$ cat src/rtl/vga_scan_timer_if.sv
// Raster timing bundle produced by vga_scan_timer and consumed by the object
// stages (paddle, ball, carpet).
interface vga_scan_timer_if;
  logic [15:0] col;
  logic [15:0] row;
  logic        hsync;
  logic        vsync;
  logic        video_on;
  logic        pix_en;
  logic        frame;

  modport master (
    output col, row, hsync, vsync, video_on, pix_en, frame
  );

  modport slave (
    input col, row, hsync, vsync, video_on, pix_en, frame
  );
endinterface

$ cat src/rtl/vga_scan_timer.sv
// VGA raster generator: pixel-enable divider, column/row scan counters,
// registered active-low syncs, visible-area flag and end-of-frame strobe.
module vga_scan_timer #(
  parameter int CLK_DIV  = 4,
  parameter int H_ACTIVE = 640,
  parameter int H_FP     = 16,
  parameter int H_SYNC   = 96,
  parameter int H_BP     = 48,
  parameter int V_ACTIVE = 480,
  parameter int V_FP     = 10,
  parameter int V_SYNC   = 2,
  parameter int V_BP     = 33
) (
  input  logic              clk,
  input  logic              reset,
  vga_scan_timer_if.master  vga
);

  localparam int H_TOTAL = H_ACTIVE + H_FP + H_SYNC + H_BP;
  localparam int V_TOTAL = V_ACTIVE + V_FP + V_SYNC + V_BP;

  localparam logic [3:0]  DIV_LAST = 4'(CLK_DIV - 1);
  localparam logic [15:0] H_LAST   = 16'(H_TOTAL - 1);
  localparam logic [15:0] V_LAST   = 16'(V_TOTAL - 1);
  localparam logic [15:0] H_VIS    = 16'(H_ACTIVE);
  localparam logic [15:0] V_VIS    = 16'(V_ACTIVE);
  localparam logic [15:0] HS_START = 16'(H_ACTIVE + H_FP);
  localparam logic [15:0] HS_END   = 16'(H_ACTIVE + H_FP + H_SYNC - 1);
  localparam logic [15:0] VS_START = 16'(V_ACTIVE + V_FP);
  localparam logic [15:0] VS_END   = 16'(V_ACTIVE + V_FP + V_SYNC - 1);

  logic [3:0]  div_cnt_q, div_cnt_d;
  logic [15:0] col_q, col_d;
  logic [15:0] row_q, row_d;
  logic        hsync_q, hsync_d;
  logic        vsync_q, vsync_d;
  logic        video_on_q, video_on_d;
  logic        pix_en_q, pix_en_d;
  logic        frame_q, frame_d;
  logic        px_tick;

  // The counters advance on the last divider phase; pix_en is the registered
  // copy of that phase so it stays low while reset is held, even for CLK_DIV=1.
  always_comb begin
    px_tick   = (div_cnt_q == DIV_LAST);
    div_cnt_d = px_tick ? 4'd0 : div_cnt_q + 4'd1;
    col_d     = col_q;
    row_d     = row_q;
    if (px_tick) begin
      if (col_q == H_LAST) begin
        col_d = 16'd0;
        row_d = (row_q == V_LAST) ? 16'd0 : row_q + 16'd1;
      end else begin
        col_d = col_q + 16'd1;
      end
    end
  end

  // Outputs decoded from the next counter state so they update on the same
  // edge as col/row; frame only fires on the edge that enters (0, V_ACTIVE).
  always_comb begin
    pix_en_d   = (div_cnt_d == DIV_LAST);
    hsync_d    = !((col_d >= HS_START) && (col_d <= HS_END));
    vsync_d    = !((row_d >= VS_START) && (row_d <= VS_END));
    video_on_d = (col_d < H_VIS) && (row_d < V_VIS);
    frame_d    = px_tick && (col_d == 16'd0) && (row_d == V_VIS);
  end

  always_ff @(posedge clk) begin
    if (reset) begin
      div_cnt_q  <= 4'd0;
      col_q      <= 16'd0;
      row_q      <= 16'd0;
      hsync_q    <= 1'b1;
      vsync_q    <= 1'b1;
      video_on_q <= 1'b1;
      pix_en_q   <= 1'b0;
      frame_q    <= 1'b0;
    end else begin
      div_cnt_q  <= div_cnt_d;
      col_q      <= col_d;
      row_q      <= row_d;
      hsync_q    <= hsync_d;
      vsync_q    <= vsync_d;
      video_on_q <= video_on_d;
      pix_en_q   <= pix_en_d;
      frame_q    <= frame_d;
    end
  end

  assign vga.col      = col_q;
  assign vga.row      = row_q;
  assign vga.hsync    = hsync_q;
  assign vga.vsync    = vsync_q;
  assign vga.video_on = video_on_q;
  assign vga.pix_en   = pix_en_q;
  assign vga.frame    = frame_q;

endmodule

$ cat src/flat_wrapper.sv
// flat-port wrapper written by rule: the top's interface ports become plain ports
module vga_scan_timer_flat 
#(
  parameter int CLK_DIV  = 4,
  parameter int H_ACTIVE = 640,
  parameter int H_FP     = 16,
  parameter int H_SYNC   = 96,
  parameter int H_BP     = 48,
  parameter int V_ACTIVE = 480,
  parameter int V_FP     = 10,
  parameter int V_SYNC   = 2,
  parameter int V_BP     = 33
)
  (clk, reset, vga_col, vga_row, vga_hsync, vga_vsync, vga_video_on, vga_pix_en, vga_frame);
  vga_scan_timer_if vga_i ();
  input  logic clk;
  input  logic reset;
  output wire logic [$bits(vga_i.col)-1:0] vga_col;
  output wire logic [$bits(vga_i.row)-1:0] vga_row;
  output wire logic [$bits(vga_i.hsync)-1:0] vga_hsync;
  output wire logic [$bits(vga_i.vsync)-1:0] vga_vsync;
  output wire logic [$bits(vga_i.video_on)-1:0] vga_video_on;
  output wire logic [$bits(vga_i.pix_en)-1:0] vga_pix_en;
  output wire logic [$bits(vga_i.frame)-1:0] vga_frame;
  assign vga_col = vga_i.col;
  assign vga_row = vga_i.row;
  assign vga_hsync = vga_i.hsync;
  assign vga_vsync = vga_i.vsync;
  assign vga_video_on = vga_i.video_on;
  assign vga_pix_en = vga_i.pix_en;
  assign vga_frame = vga_i.frame;
  vga_scan_timer #(.CLK_DIV(CLK_DIV), .H_ACTIVE(H_ACTIVE), .H_FP(H_FP), .H_SYNC(H_SYNC), .H_BP(H_BP), .V_ACTIVE(V_ACTIVE), .V_FP(V_FP), .V_SYNC(V_SYNC), .V_BP(V_BP)) u_core (.clk(clk), .reset(reset), .vga(vga_i));
endmodule
$ cat config.mk
export PLATFORM = sky130hd
export DESIGN_NAME = vga_scan_timer_flat
export DESIGN_NICKNAME = d
export VERILOG_FILES = /design/src/rtl/vga_scan_timer_if.sv /design/src/rtl/vga_scan_timer.sv /design/src/flat_wrapper.sv
export SDC_FILE = /design/constraint.sdc
export NUM_CORES = 1
export LEC_CHECK = 0
export BUFFER_PORTS_ARGS = -buffer_cell sky130_fd_sc_hd__buf_2
export CAP_MARGIN = 20
export CORE_ASPECT_RATIO = 0.6
export CORE_MARGIN = 1.5
export CORE_UTILIZATION = 28
export CTS_CLUSTER_SIZE = 30
export DETAILED_ROUTE_END_ITERATION = 16
export PLACE_DENSITY = 0.41
export SLEW_MARGIN = 10
export SYNTH_ARGS = -nofsm -noshare
export SYNTH_HDL_FRONTEND = slang
export SYNTH_SLANG_ARGS = --single-unit
$ cat constraint.sdc
create_clock -name clk -period 4.2 [get_ports clk]
set_clock_uncertainty 0.1 [all_clocks]
set_input_delay 0.21 -clock clk [delete_from_list [all_inputs] [get_ports clk]]
set_output_delay 0.21 -clock clk [all_outputs]
set_load 0.05 [all_outputs]
# After elaboration in Yosys (flattened, before gate mapping)
# Cells that the tools add are included.
op_classes:
  addsub: 3
  multipliers: 0
  div: 0
  n_lt_le_gt_ge: 6
  eq_ne: 5
  shifts: 0
  n_mux: 6
  bitwise_logic: 0
  reduce_logical: 8
ops:
  columns: ["cell", "count"]
  rows:
  - ["16-bit 2-to-1 mux", 5]
  - ["16-bit by 1-bit adder with 16-bit output (second input constant)", 2]
  - ["16-bit by 10-bit == test with 1-bit output (second input constant)", 2]
  - ["16-bit by 9-bit == test with 1-bit output (second input constant)", 1]
  - ["16-bit by 10-bit >= comparator with 1-bit output (second input constant)", 1]
  - ["16-bit by 9-bit >= comparator with 1-bit output (second input constant)", 1]
  - ["16-bit by 10-bit <= comparator with 1-bit output (second input constant)", 1]
  - ["16-bit by 9-bit <= comparator with 1-bit output (second input constant)", 1]
  - ["16-bit logical NOT", 1]
  - ["16-bit by 10-bit less-than comparator with 1-bit output (second input constant)", 1]
  - ["16-bit by 9-bit less-than comparator with 1-bit output (second input constant)", 1]
  - ["4-bit by 2-bit == test with 1-bit output (second input constant)", 2]
  - ["1-bit logical AND", 5]
  - ["4-bit by 1-bit adder with 4-bit output (second input constant)", 1]
  - ["4-bit 2-to-1 mux", 1]
  - ["1-bit logical NOT", 2]
totals:
  regBits: 41
  latch_bits: 0
  ram_bits: 0
  mem_bits_ro: 0
  inputBits: 2
  out_inout_bits: 37
  wordCells: 36
  memories: 0

# Depth between registers and ports, before layout
# Gate-level depths: netlist of run 1.
depth:
  depth_word: 7
  mapped_depth: 10

# Worst setup path before layout of run 1
# OpenSTA, ideal clock, no wires.
synth_path:
  path_type: "reg-to-reg"
  from: "reg u_core.col_q[0], in the netlist u_core.vga.col[0]"
  to: "reg u_core.video_on_q, in the netlist u_core.vga.video_on"
  arrival_time_ns: 2.514
  required_time_ns: 3.985
  setup_slack_ns: 1.470
  path_stages_with_launch: 10
  path_buffers: 1
  path_cell_list: "dfxtp_1 -> ha_1 -> and4bb_2 -> and4_1 -> buf_4 -> nand2_2 -> or4_4 -> nand2_1 -> a211oi_1 -> a31o_1"
synth_between:
  elab_chain_cells: 5
  elab_cells_between_ends: 9
  cone_classes: "1 x add/sub; 2 x order compare; 1 x eq/ne; 4 x mux; 1 x reduce/logical"
synth_lines:
  columns: ["item", "line_no", "rtl"]
  rows:
  - ["start, declared", "vga_scan_timer.sv:33", "logic [15:0] col_q, col_d;"]
  - ["start signal, assigned", "vga_scan_timer.sv:81", "col_q <= col_d;"]
  - ["16-bit by 1-bit adder with 16-bit output or 16-bit by 10-bit == test with 1-bit output (tied branches)", "vga_scan_timer.sv:54, vga_scan_timer.sv:50", null]
  - ["16-bit 2-to-1 mux", "vga_scan_timer.sv:50", "if (col_q == H_LAST) begin"]
  - ["16-bit 2-to-1 mux", "vga_scan_timer.sv:49", "if (px_tick) begin"]
  - ["16-bit by 10-bit less-than comparator with 1-bit output or 16-bit by 9-bit less-than comparator with 1-bit output (tied branches)", "vga_scan_timer.sv:65", "video_on_d = (col_d < H_VIS) && (row_d < V_VIS);"]
  - ["1-bit logical AND (*)", "vga_scan_timer.sv:65", null]
  - ["end signal, assigned", "vga_scan_timer.sv:85", "video_on_q <= video_on_d;"]
  - ["end, declared", "vga_scan_timer.sv:37", "logic video_on_q, video_on_d;"]
# Every way passes the cells marked *; elsewhere a longest branch is shown, timed or not.
# A chain may end at the register's enable or synchronous reset.

# Worst setup path after layout of run 1
layout_path:
  from: "reg u_core.div_cnt_q[0]"
  to: "reg u_core.frame_q, in the netlist u_core.vga.frame"
layout_between:
  elab_chain_cells: 5
  elab_cells_between_ends: 7
  cone_classes: "2 x eq/ne; 2 x mux; 3 x reduce/logical"
layout_lines:
  columns: ["item", "line_no", "rtl"]
  rows:
  - ["start, declared", "vga_scan_timer.sv:32", "logic [3:0] div_cnt_q, div_cnt_d;"]
  - ["start signal, assigned", "vga_scan_timer.sv:80", "div_cnt_q <= div_cnt_d;"]
  - ["4-bit by 2-bit == test with 1-bit output (*)", "vga_scan_timer.sv:45", "px_tick = (div_cnt_q == DIV_LAST);"]
  - ["16-bit 2-to-1 mux", "vga_scan_timer.sv:49", null]
  - ["16-bit logical NOT", "vga_scan_timer.sv:66", "frame_d = px_tick && (col_d == 16'd0) && (row_d == V_VIS);"]
  - ["1-bit logical AND", "vga_scan_timer.sv:66", null]
  - ["1-bit logical AND (*)", "vga_scan_timer.sv:66", null]
  - ["end signal, assigned", "vga_scan_timer.sv:87", "frame_q <= frame_d;"]
  - ["end, declared", "vga_scan_timer.sv:39", "logic frame_q, frame_d;"]
# Marked as above.

==> results of run 1 <==
worst register-to-register path: cells and delay by family, from the launching register on:
kind | cells | cell delay [ns]
adders and majority gates | 1 | 0.25
and+or+nand+nor | 5 | 1.89
AOI/OAI and AO/OA | 1 | 0.10
DFF | 1 | 0.39
buffers and inverters | 1 | 0.25
cells by family (layout without fill, tap and decap cells):
| family | count (synthesis) | in the layout | synth area share |
|---|---|---|---|
| AOI/OAI and AO/OA | 56 | 56 | 0.156 |
| xor gates and xnor gates | 24 | 24 | 0.0833 |
| adders and majority gates | 5 | 5 | 0.0248 |
| buffers and inverters | 27 | 57 | 0.0500 |
| DFF | 41 | 41 | 0.325 |
| muxes | 3 | 3 | 0.0129 |
| and+or+nand+nor | 158 | 158 | 0.348 |
registers in the layout, indices dropped and copies added, names as in the netlist:
name,count
u_core.vga.pix_en,1
u_core.vga.row,16
u_core.div_cnt_q,4
u_core.vga.vsync,1
u_core.vga.col,16
u_core.vga.hsync,1
u_core.vga.frame,1
u_core.vga.video_on,1
metrics by stage:
step	worst slack (ns)	cells	power (W)
6_report	1.17	456	0.000897
5_1_grt	0.919	456	0.000926
4_1_cts	1.17	456	0.000907
3_5_place_dp	1.20	448	0.000438
3_3_place_gp	1.27	448	0.000439
2_1_floorplan	1.47	314	0.000430
routing by layer:
| layer | share of wire | global-route usage | up-vias | wire (um) |
|---|---|---|---|---|
| li1 | - | - | 1208 | - |
| met1 | 0.55 | 0.258 | 1175 | 4110 |
| met2 | 0.37 | 0.196 | 105 | 2770 |
| met3 | 0.073 | 0.0449 | 9 | 551 |
| met4 | 0.013 | 0.0523 | 0 | 101 |
| met5 | 0 | 0 | - | 0 |
synth_stat cells (4+ instances only):
| master | n |
|---|---|
| sky130_fd_sc_hd__dfxtp_1 | 41 |
| sky130_fd_sc_hd__nor2_1 | 41 |
| sky130_fd_sc_hd__nand2_1 | 26 |
| sky130_fd_sc_hd__nor3_1 | 17 |
| sky130_fd_sc_hd__nand4_1 | 14 |
| sky130_fd_sc_hd__a21oi_1 | 13 |
| sky130_fd_sc_hd__xor2_1 | 13 |
| sky130_fd_sc_hd__nand3_1 | 12 |
| sky130_fd_sc_hd__o21ai_0 | 11 |
| sky130_fd_sc_hd__xnor2_1 | 11 |
| sky130_fd_sc_hd__and4_1 | 9 |
| sky130_fd_sc_hd__clkbuf_1 | 9 |
| sky130_fd_sc_hd__inv_1 | 9 |
| sky130_fd_sc_hd__and3_1 | 8 |
| sky130_fd_sc_hd__buf_2 | 5 |
| sky130_fd_sc_hd__ha_1 | 5 |
| sky130_fd_sc_hd__nor2b_1 | 4 |
| sky130_fd_sc_hd__o31ai_1 | 4 |
area by class of cell:
cell class	instances	area [um^2]
Inverter	9	33.8
Sequential cell	41	821
Tap cell	112	140
Clock inverter	2	37.5
Fill cell	902	5660
Multi-Input combinational cell	246	1580
Clock buffer	6	139
Timing Repair Buffer	40	205
power groups by stage:
stage	Clock, W	Combinational, W	Sequential, W
final	0.000467	0.0000333	0.000396
after global routing	0.000494	0.0000359	0.000397
after CTS	0.000477	0.0000332	0.000397
after detailed placement	0	0.0000329	0.000405
after global placement	0	0.0000340	0.000405
after floorplan	0	0.0000210	0.000409
worst max path at each step:
stage,cells after the start,startpoint,slack (ns),endpoint
2_1_floorplan,9,u_core.vga.col[0],1.47,u_core.vga.video_on
3_3_place_gp,8,u_core.div_cnt_q[0],1.27,u_core.vga.frame
3_5_place_dp,8,u_core.div_cnt_q[0],1.20,u_core.vga.frame
4_1_cts,8,u_core.div_cnt_q[0],1.17,u_core.vga.frame
5_1_grt,8,u_core.div_cnt_q[0],0.92,u_core.vga.frame
6_report,8,u_core.div_cnt_q[0],1.17,u_core.vga.frame
==> summary.json, run 1 <==
{
  "run_status": {"value": "completed"},
  "worst_hold_startpoint": {"value": "reset"},
  "critical-path-top-cell-by-count": {"value": "sky130_fd_sc_hd__nor4b_1"},
  "timing.max_cap.violations": {"value": 0},
  "cts.clk_slew.worst_paths": {"value": 0.07, "unit": "ns"},
  "cts_post_setup_buffers_inserted": {"value": 0},
  "synth_edf_count": {"value": 0},
  "period_needed": {"value": 3.03, "unit": "ns"},
  "initial_utilization": {"value": 0.293},
  "dp_hpwl": {"value": 5430, "unit": "um"},
  "timing.reg2reg.worst_path_depth": {"value": 8},
  "detail_route.first_pass.iterations": {"value": 5},
  "achievable-frequency": {"value": 330, "unit": "MHz"},
  "sw_frac_of_total": {"value": 0.221},
  "grt_start_max_net_pins": {"value": 32},
  "final_standard_cell_utilization_of_the_core": {"value": 0.343},
  "grt_pass1_vias": {"value": 2207},
  "critical_path_arrival": {"value": 3.16, "unit": "ns"},
  "ys_seq_elements": {"value": 41},
  "power.internal": {"value": 0.000698, "unit": "W"},
  "synthDistinctLibCells": {"value": 63},
  "timing_worst_setup_path_type": {"value": "reg -> reg"},
  "timing.critical_path.max_delay_family": {"value": "simple AND/OR/NAND/NOR gates"},
  "timing.final.crit_share": {"value": 0.721},
  "fraction_of_power_consumed_by_combinational_cells": {"value": 0.037},
  "r2r_slack": {"value": 1.17, "unit": "ns"},
  "placer_congestion_estimate": {"value": 0.865},
  "floorplan.die.height": {"value": 76.6, "unit": "um"},
  "worstPathCellList": {"value": "ha_1 > or3b_1 > nor2_2 > buf_4 > o22ai_1 > nor4b_1 > nor4b_1 > and4_1"},
  "synth_sequential_area_ratio": {"value": 0.325},
  "ctsRootBufferMaster": {"value": "sky130_fd_sc_hd__clkbuf_16"},
  "synth_area_leaders": {"value": "sky130_fd_sc_hd__dfxtp_1 33%, sky130_fd_sc_hd__nor2_1 6.1%, sky130_fd_sc_hd__xor2_1 4.5%, sky130_fd_sc_hd__nand2_1 3.9%, sky130_fd_sc_hd__xnor2_1 3.8%"},
  "cellPowerDensity": {"value": 303, "unit": "mW/mm^2"},
  "cp-end-kind": {"value": "flop"},
  "actual_slew_at_the_worst_max_slew_pin": {"value": 0.694, "unit": "ns"},
  "num_vias": {"value": 2497},
  "yosys_most_used_dff": {"value": "sky130_fd_sc_hd__dfxtp_1"},
  "vdd_ir_max": {"value": 0.151, "unit": "mV"},
  "final_cell_mix": {"value": "41 x sky130_fd_sc_hd__nor2_1, 41 x sky130_fd_sc_hd__dfxtp_1, 38 x sky130_fd_sc_hd__buf_2, 26 x sky130_fd_sc_hd__nand2_1, 17 x sky130_fd_sc_hd__nor3_1"},
  "detail_route.wirelength": {"value": 7530, "unit": "um"},
  "areaGrowthSynthToFinish": {"value": 17.2, "unit": "%"},
  "critPathBufInv": {"value": 1},
  "cts_resized": {"value": 0},
  "slew_headroom": {"value": 0.537},
  "final_layout_size_suffix_gt1_frac": {"value": 0.186},
  "final_hold_vio_count": {"value": 0},
  "netlist_instances": {"value": 314},
  "clk_path_buf_depth": {"value": 2},
  "power.share.sequential": {"value": 0.442},
  "detailed_route_wire_length_per_cell": {"value": 16.5, "unit": "um"},
  "timing.final.setup_violations": {"value": 0},
  "r2r-start": {"value": "u_core.div_cnt_q[0]"},
  "grt_first_pass_wirelength": {"value": 12200, "unit": "um"},
  "slowest_cell_on_the_critical_path": {"value": "sky130_fd_sc_hd__or3b_1"},
  "drcViolationCount": {"value": 0},
  "placed_cell_area": {"value": 0.00278, "unit": "mm^2"},
  "globalRouteTotalUtil": {"value": 0.161},
  "overall_die_area": {"value": 0.00961, "unit": "mm^2"},
  "hold_path_stages": {"value": 2},
  "cp.required": {"value": 4.33, "unit": "ns"},
  "ctsHoldBuffers": {"value": 0},
  "worstHoldEndpoint": {"value": "u_core.div_cnt_q[1]"},
  "detail-route-antenna-nets": {"value": 0},
  "tritoncts": {"value": "yes"},
  "pin_count": {"value": 39},
  "cts_max_level": {"value": 2},
  "postLayoutCellArea": {"value": 0.00296, "unit": "mm^2"},
  "drtIter0Drc": {"value": 280},
  "path_max_fanout": {"value": 17},
  "yosys_warnings": {"value": 0},
  "p_sw": {"value": 0.000198, "unit": "W"},
  "drt-vias-per-instance": {"value": 5.48},
  "r2r_path_end": {"value": "u_core.vga.frame"},
  "fin_setup_tns": {"value": 0, "unit": "ns"},
  "final-max-slew-violation-count": {"value": 0},
  "final.hold.worst_slack": {"value": 0.341, "unit": "ns"},
  "largest_stage_delay_on_the_critical_path": {"value": 0.67, "unit": "ns"},
  "cts_inserted_buffers": {"value": 5},
  "num_antenna_cells": {"value": 0},
  "postSynthAreaPerCell": {"value": 8.04, "unit": "um^2"},
  "power.clock.fraction": {"value": 0.521},
  "die_w": {"value": 126, "unit": "um"},
  "async_flop_share": {"value": 0},
  "synth_top_cell_area_share": {"value": 0.325},
  "core_area": {"value": 0.00862, "unit": "mm^2"},
  "launching_element_type_of_the_critical_path": {"value": "flop"},
  "insertion_delay": {"value": 0.29, "unit": "ns"},
  "globalRouteOverflowTotal": {"value": 0},
  "p_leak": {"value": 1.15, "unit": "nW"},
  "worstHoldPathType": {"value": "in -> reg"},
  "syn-num-nets": {"value": 321},
  "number_of_antenna_violations_at_the_first_check_in_global_routing": {"value": 0},
  "io_buffer_count": {"value": 38},
  "clock_sink_count": {"value": 41},
  "yosysTopAreaCell": {"value": "sky130_fd_sc_hd__dfxtp_1"},
  "rsz0062_at_grt": {"value": "no"},
  "std_cell_rows": {"value": 26},
  "netlist_area": {"value": 0.00252, "unit": "mm^2"},
  "nNetsFinal": {"value": 350}
}
No activity file was read; power rests on OpenSTA's default activity.
==> inputs of run 2 (changes only) <==
clock period = 2.95 ns   (was 4.2 ns; I/O delays follow)
==> run 2 against run 1 <==
Net effect:
- utilization increased by 1.5 points
- final cell count increased by 4.2%
- routed wire length increased by 6.6%
==> summary.json, run 2 (same netlist as run 1, synthesis figures left out) <==
{
  "r2r_path_end": {"value": "u_core.vga.frame"},
  "initial_utilization": {"value": 0.293},
  "detail-route-antenna-nets": {"value": 0},
  "actual_slew_at_the_worst_max_slew_pin": {"value": 0.649, "unit": "ns"},
  "period_needed": {"value": 2.74, "unit": "ns"},
  "detail_route.first_pass.iterations": {"value": 4},
  "final-max-slew-violation-count": {"value": 0},
  "worstSetupPathDepth": {"value": 8},
  "r2r-start": {"value": "u_core.div_cnt_q[0]"},
  "r2r_slack": {"value": 0.21, "unit": "ns"},
  "final_cell_mix": {"value": "41 x sky130_fd_sc_hd__dfxtp_1, 40 x sky130_fd_sc_hd__nor2_1, 38 x sky130_fd_sc_hd__buf_2, 26 x sky130_fd_sc_hd__nand2_1, 21 x sky130_fd_sc_hd__buf_4"},
  "cellPowerDensity": {"value": 392, "unit": "mW/mm^2"},
  "launching_element_type_of_the_critical_path": {"value": "flop"},
  "largest_stage_delay_on_the_critical_path": {"value": 0.49, "unit": "ns"},
  "critical_path_arrival": {"value": 2.87, "unit": "ns"},
  "worstHoldPathType": {"value": "in -> reg"},
  "final.hold.worst_slack": {"value": 0.270, "unit": "ns"},
  "number_of_antenna_violations_at_the_first_check_in_global_routing": {"value": 0},
  "die_w": {"value": 126, "unit": "um"},
  "slew_headroom": {"value": 0.567},
  "globalRouteTotalUtil": {"value": 0.171},
  "overall_die_area": {"value": 0.00961, "unit": "mm^2"},
  "timing.final.setup_violations": {"value": 0},
  "cts_inserted_buffers": {"value": 5},
  "critPathBufInv": {"value": 1},
  "ctsHoldBuffers": {"value": 0},
  "clock_sink_count": {"value": 41},
  "vdd_ir_max": {"value": 0.179, "unit": "mV"},
  "final_layout_size_suffix_gt1_frac": {"value": 0.237},
  "drt-vias-per-instance": {"value": 5.25},
  "areaGrowthSynthToFinish": {"value": 22.4, "unit": "%"},
  "grt_start_max_net_pins": {"value": 32},
  "grt_first_pass_wirelength": {"value": 12800, "unit": "um"},
  "worst_slack": {"value": 0.215, "unit": "ns"},
  "layout.cells.most_common": {"value": "sky130_fd_sc_hd__dfxtp_1"},
  "ctsRootBufferMaster": {"value": "sky130_fd_sc_hd__clkbuf_16"},
  "drtIter0Drc": {"value": 251},
  "grt_pass1_vias": {"value": 2204},
  "run_status": {"value": "completed"},
  "cts.clk_slew.worst_paths": {"value": 0.06, "unit": "ns"},
  "detail_route.wirelength": {"value": 8030, "unit": "um"},
  "critPathCapture": {"value": "u_core.vga.frame"},
  "final_hold_vio_count": {"value": 0},
  "nNetsFinal": {"value": 369},
  "detailed_route_wire_length_per_cell": {"value": 16.9, "unit": "um"},
  "cp-end-kind": {"value": "flop"},
  "timing.max_cap.violations": {"value": 0},
  "clk_path_buf_depth": {"value": 2},
  "placer_congestion_estimate": {"value": 0.897},
  "drcViolationCount": {"value": 0},
  "cp.required": {"value": 3.08, "unit": "ns"},
  "p_leak": {"value": 1.25, "unit": "nW"},
  "path_max_fanout": {"value": 9},
  "num_antenna_cells": {"value": 0},
  "worstPathCellList": {"value": "ha_1 > or3b_4 > buf_4 > o41a_1 > a211oi_1 > nand4b_1 > nor2_1 > and4_1"},
  "worst_setup_path_startpoint": {"value": "u_core.div_cnt_q[0]"},
  "core_area": {"value": 0.00862, "unit": "mm^2"},
  "rsz0062_at_grt": {"value": "no"},
  "globalRouteOverflowTotal": {"value": 0},
  "achievable-frequency": {"value": 366, "unit": "MHz"},
  "pin_count": {"value": 39},
  "insertion_delay": {"value": 0.29, "unit": "ns"},
  "dp_hpwl": {"value": 6010, "unit": "um"},
  "timing.reg2reg.worst_path_depth": {"value": 8},
  "timing.critical_path.max_delay_family": {"value": "simple AND/OR/NAND/NOR gates"},
  "tritoncts": {"value": "yes"},
  "slowest_cell_on_the_critical_path": {"value": "sky130_fd_sc_hd__or3b_4"},
  "floorplan.die.height": {"value": 76.6, "unit": "um"},
  "timing.final.crit_share": {"value": 0.927},
  "pre_cts_slack": {"value": 0.106, "unit": "ns"},
  "io_buffer_count": {"value": 38},
  "cts_max_level": {"value": 2},
  "std_cell_rows": {"value": 26},
  "num_vias": {"value": 2496},
  "fin_setup_tns": {"value": 0, "unit": "ns"},
  "timing_worst_setup_path_type": {"value": "reg -> reg"}
}
run 2: changes by cell type in the layout (fill, tap and decap cells not counted), sizes merged:
| cell | delta |
|---|---|
| clkinv | +1 |
| clkinvlp | -1 |
| clkbuf | +1 |
| buf | +19 |
| bufinv | -1 |
run 2: cell type report:
| class | count | area, um^2 |
|---|---|---|
| Fill cell | 924 | 5530 |
| Multi-Input combinational cell | 246 | 1590 |
| Sequential cell | 41 | 821 |
| Timing Repair Buffer | 59 | 348 |
| Clock buffer | 7 | 153 |
| Tap cell | 112 | 140 |
| Inverter | 9 | 33.8 |
| Clock inverter | 1 | 5.00 |
run 2: power breakdown:
part	switching [W]	total (W)	leakage, nW	internal, W
sequential	0.00000409	0.000563	0.331	0.000559
clock	0.000237	0.000596	0.0799	0.000359
combinational	0.0000358	0.0000512	0.841	0.0000153
total	0.000277	0.00121	1.25	0.000933
run 2: how the worst min path moves through the flow:
stage / end / cells after the start / startpoint / slack [ns]
after global placement: u_core.div_cnt_q[0] / 1 / u_core.div_cnt_q[0] / 0.38
after global routing: u_core.vga.col[11] / 2 / reset / 0.30
after CTS: u_core.vga.col[13] / 2 / reset / 0.27
after detailed placement: u_core.div_cnt_q[0] / 1 / u_core.div_cnt_q[0] / 0.39
final: u_core.div_cnt_q[1] / 2 / reset / 0.27
after floorplan: u_core.vga.row[11] / 2 / reset / 0.36
run 2: timing repair:
item,CTS,global route
buffers inserted,0,0
setup endpoints to repair,0,3
gates resized for setup,0,3
run 2: layer usage:
metal | share of wire | global-route usage | vias to the layer above
li1 | - | - | 1245
met1 | 0.58 | 0.294 | 1161
met2 | 0.34 | 0.192 | 83
met3 | 0.070 | 0.0386 | 7
met4 | 0.0098 | 0.0477 | 0
met5 | 0 | 0 | -
run 2: per-stage QoR:
stage	util	area, um^2	total power [W]	cells
2_1_floorplan	-	2520	0.000613	314
3_3_place_gp	0.339	2930	0.000626	467
3_5_place_dp	0.339	2930	0.000626	467
4_1_cts	0.358	3080	0.00123	475
5_1_grt	0.359	3090	0.00125	475
6_report	0.359	3090	0.00121	475
==> inputs of run 3 (changes only) <==
MAX_ROUTING_LAYER = met4   (was default)
SKIP_CTS_REPAIR_TIMING = 1   (was default)
==> run 3 against run 2 <==
Net effect:
- design area is the same
- count of clock-buffer cells in the layout is the same
- flip-flop and latch count unchanged
- routed wire length up 0.35%
- largest cell class unchanged
- register-to-register slack barely moved
==> summary.json, run 3 (same netlist as run 1, synthesis figures left out) <==
{
  "critPathBufInv": {"value": 1},
  "groute.layer.met1.usage": {"value": 0.294},
  "dp_hpwl": {"value": 6010, "unit": "um"},
  "critical_path_arrival": {"value": 2.87, "unit": "ns"},
  "grt_pass1_vias": {"value": 2201},
  "cts_max_level": {"value": 2},
  "period_needed": {"value": 2.73, "unit": "ns"},
  "number_of_antenna_violations_at_the_first_check_in_global_routing": {"value": 0},
  "overall_die_area": {"value": 0.00961, "unit": "mm^2"},
  "timing_worst_setup_path_type": {"value": "reg -> reg"},
  "final_layout_size_suffix_gt1_frac": {"value": 0.237},
  "initial_utilization": {"value": 0.293},
  "detailed_route_wire_length_per_cell": {"value": 17.0, "unit": "um"},
  "cts_inserted_buffers": {"value": 5},
  "p_leak": {"value": 1.25, "unit": "nW"},
  "vdd_ir_max": {"value": 0.178, "unit": "mV"},
  "placer_congestion_estimate": {"value": 0.912},
  "cp.required": {"value": 3.08, "unit": "ns"},
  "final_hold_vio_count": {"value": 0},
  "clk_path_buf_depth": {"value": 2},
  "detail_route.first_pass.iterations": {"value": 4},
  "timing.critical_path.max_delay_family": {"value": "simple AND/OR/NAND/NOR gates"},
  "tritoncts": {"value": "yes"},
  "cp-end-kind": {"value": "flop"},
  "final-max-slew-violation-count": {"value": 0},
  "timing.max_cap.violations": {"value": 0},
  "run_status": {"value": "completed"},
  "post-layout-total-power": {"value": 0.00121, "unit": "W"},
  "floorplan.die.height": {"value": 76.6, "unit": "um"},
  "slowest_cell_on_the_critical_path": {"value": "sky130_fd_sc_hd__or3b_4"},
  "achievable-frequency": {"value": 366, "unit": "MHz"},
  "detail_route.wirelength": {"value": 8060, "unit": "um"},
  "fin_setup_tns": {"value": 0, "unit": "ns"},
  "largest_stage_delay_on_the_critical_path": {"value": 0.49, "unit": "ns"},
  "globalRouteTotalUtil": {"value": 0.176},
  "drcViolationCount": {"value": 0},
  "worstHoldPathType": {"value": "in -> reg"},
  "final_cell_mix": {"value": "41 x sky130_fd_sc_hd__dfxtp_1, 40 x sky130_fd_sc_hd__nor2_1, 38 x sky130_fd_sc_hd__buf_2, 26 x sky130_fd_sc_hd__nand2_1, 21 x sky130_fd_sc_hd__buf_4"},
  "layout.cells.most_common": {"value": "sky130_fd_sc_hd__dfxtp_1"},
  "timing.final.crit_share": {"value": 0.927},
  "num-fill-cells": {"value": 924},
  "launching_element_type_of_the_critical_path": {"value": "flop"},
  "pin_count": {"value": 39},
  "timing.final.setup_violations": {"value": 0},
  "num_antenna_cells": {"value": 0},
  "globalRouteOverflowTotal": {"value": 0},
  "grt_start_max_net_pins": {"value": 32},
  "nNetsFinal": {"value": 369},
  "die_w": {"value": 126, "unit": "um"},
  "grtUsageMet2": {"value": 0.192},
  "std_cell_rows": {"value": 26},
  "areaGrowthSynthToFinish": {"value": 22.4, "unit": "%"},
  "actual_slew_at_the_worst_max_slew_pin": {"value": 0.652, "unit": "ns"},
  "grt_use_met3": {"value": 0.0386},
  "postLayoutCellArea": {"value": 0.00309, "unit": "mm^2"},
  "io_buffer_count": {"value": 38},
  "insertion_delay": {"value": 0.29, "unit": "ns"},
  "slew_headroom": {"value": 0.566},
  "core_area": {"value": 0.00862, "unit": "mm^2"},
  "placed_cell_area": {"value": 0.00293, "unit": "mm^2"},
  "num_vias": {"value": 2506},
  "clock_sink_count": {"value": 41},
  "cellPowerDensity": {"value": 391, "unit": "mW/mm^2"},
  "cts.clk_slew.worst_paths": {"value": 0.06, "unit": "ns"},
  "drtIter0Drc": {"value": 287},
  "worstPathCellList": {"value": "ha_1 > or3b_4 > buf_4 > o41a_1 > a211oi_1 > nand4b_1 > nor2_1 > and4_1"},
  "grt_first_pass_wirelength": {"value": 12800, "unit": "um"},
  "rsz0062_at_grt": {"value": "no"},
  "grt.busiest_layer": {"value": "met1"},
  "drt-vias-per-instance": {"value": 5.28},
  "detail-route-antenna-nets": {"value": 0},
  "path_max_fanout": {"value": 9},
  "ctsRootBufferMaster": {"value": "sky130_fd_sc_hd__clkbuf_16"}
}
## run 3: cell counts in the layout (fill, tap and decap cells not counted)
Identical to the previous run, type by type.
## run 3: path summary, 6_finish.rpt
path / from / end / slack, ns / cells past startpoint
worst max-delay path: u_core.div_cnt_q[0] / u_core.vga.frame / 0.22 / 8
worst min-delay path: reset / u_core.div_cnt_q[1] / 0.27 / 2
worst max register to register: u_core.div_cnt_q[0] / u_core.vga.frame / 0.22 / 8
worst min register to register: u_core.div_cnt_q[0] / u_core.div_cnt_q[0] / 0.40 / 1
## run 3: stage by stage
| stage | util | instances | hold slack, ns | worst slack (ns) |
|---|---|---|---|---|
| floorplan | - | 314 | 0.356 | 0.220 |
| global placement | 0.339 | 467 | 0.382 | -0.0276 |
| detailed placement | 0.339 | 467 | 0.392 | 0.106 |
| CTS | 0.358 | 475 | 0.273 | 0.0780 |
| global route | 0.359 | 475 | 0.304 | 0.0138 |
| finish | 0.359 | 475 | 0.271 | 0.216 |
## run 3: routing by layer
layer | up-vias | wire length [um]
met1 | 1178 | 4650
li1 | 1244 | -
met3 | 7 | 583
met2 | 77 | 2750
met5 | - | 0
met4 | 0 | 79
## run 3: worst register-to-register path, delay by kind of cell (launching register included)
family,cells,cell delay (ns)
DFF,1,0.38
adders and majority gates,1,0.24
AOI/OAI and AO/OA,2,0.63
and+or+nand+nor,4,1.13
buffers and inverters,1,0.21
## run 3: final cells by class
cell class	count	area, um^2	share of cell area
Clock buffer	7	153	0.0494
Clock inverter	1	5.00	0.00162
Inverter	9	33.8	0.0109
Multi-Input combinational cell	246	1590	0.515
Sequential cell	41	821	0.265
Tap cell	112	140	0.0453
Timing Repair Buffer	59	348	0.113
## run 3: power by group
group / total, W / switching (W) / internal, W
Sequential: 0.000563 / 0.00000409 / 0.000559
Clock: 0.000595 / 0.000236 / 0.000359
Combinational: 0.0000513 / 0.0000360 / 0.0000153
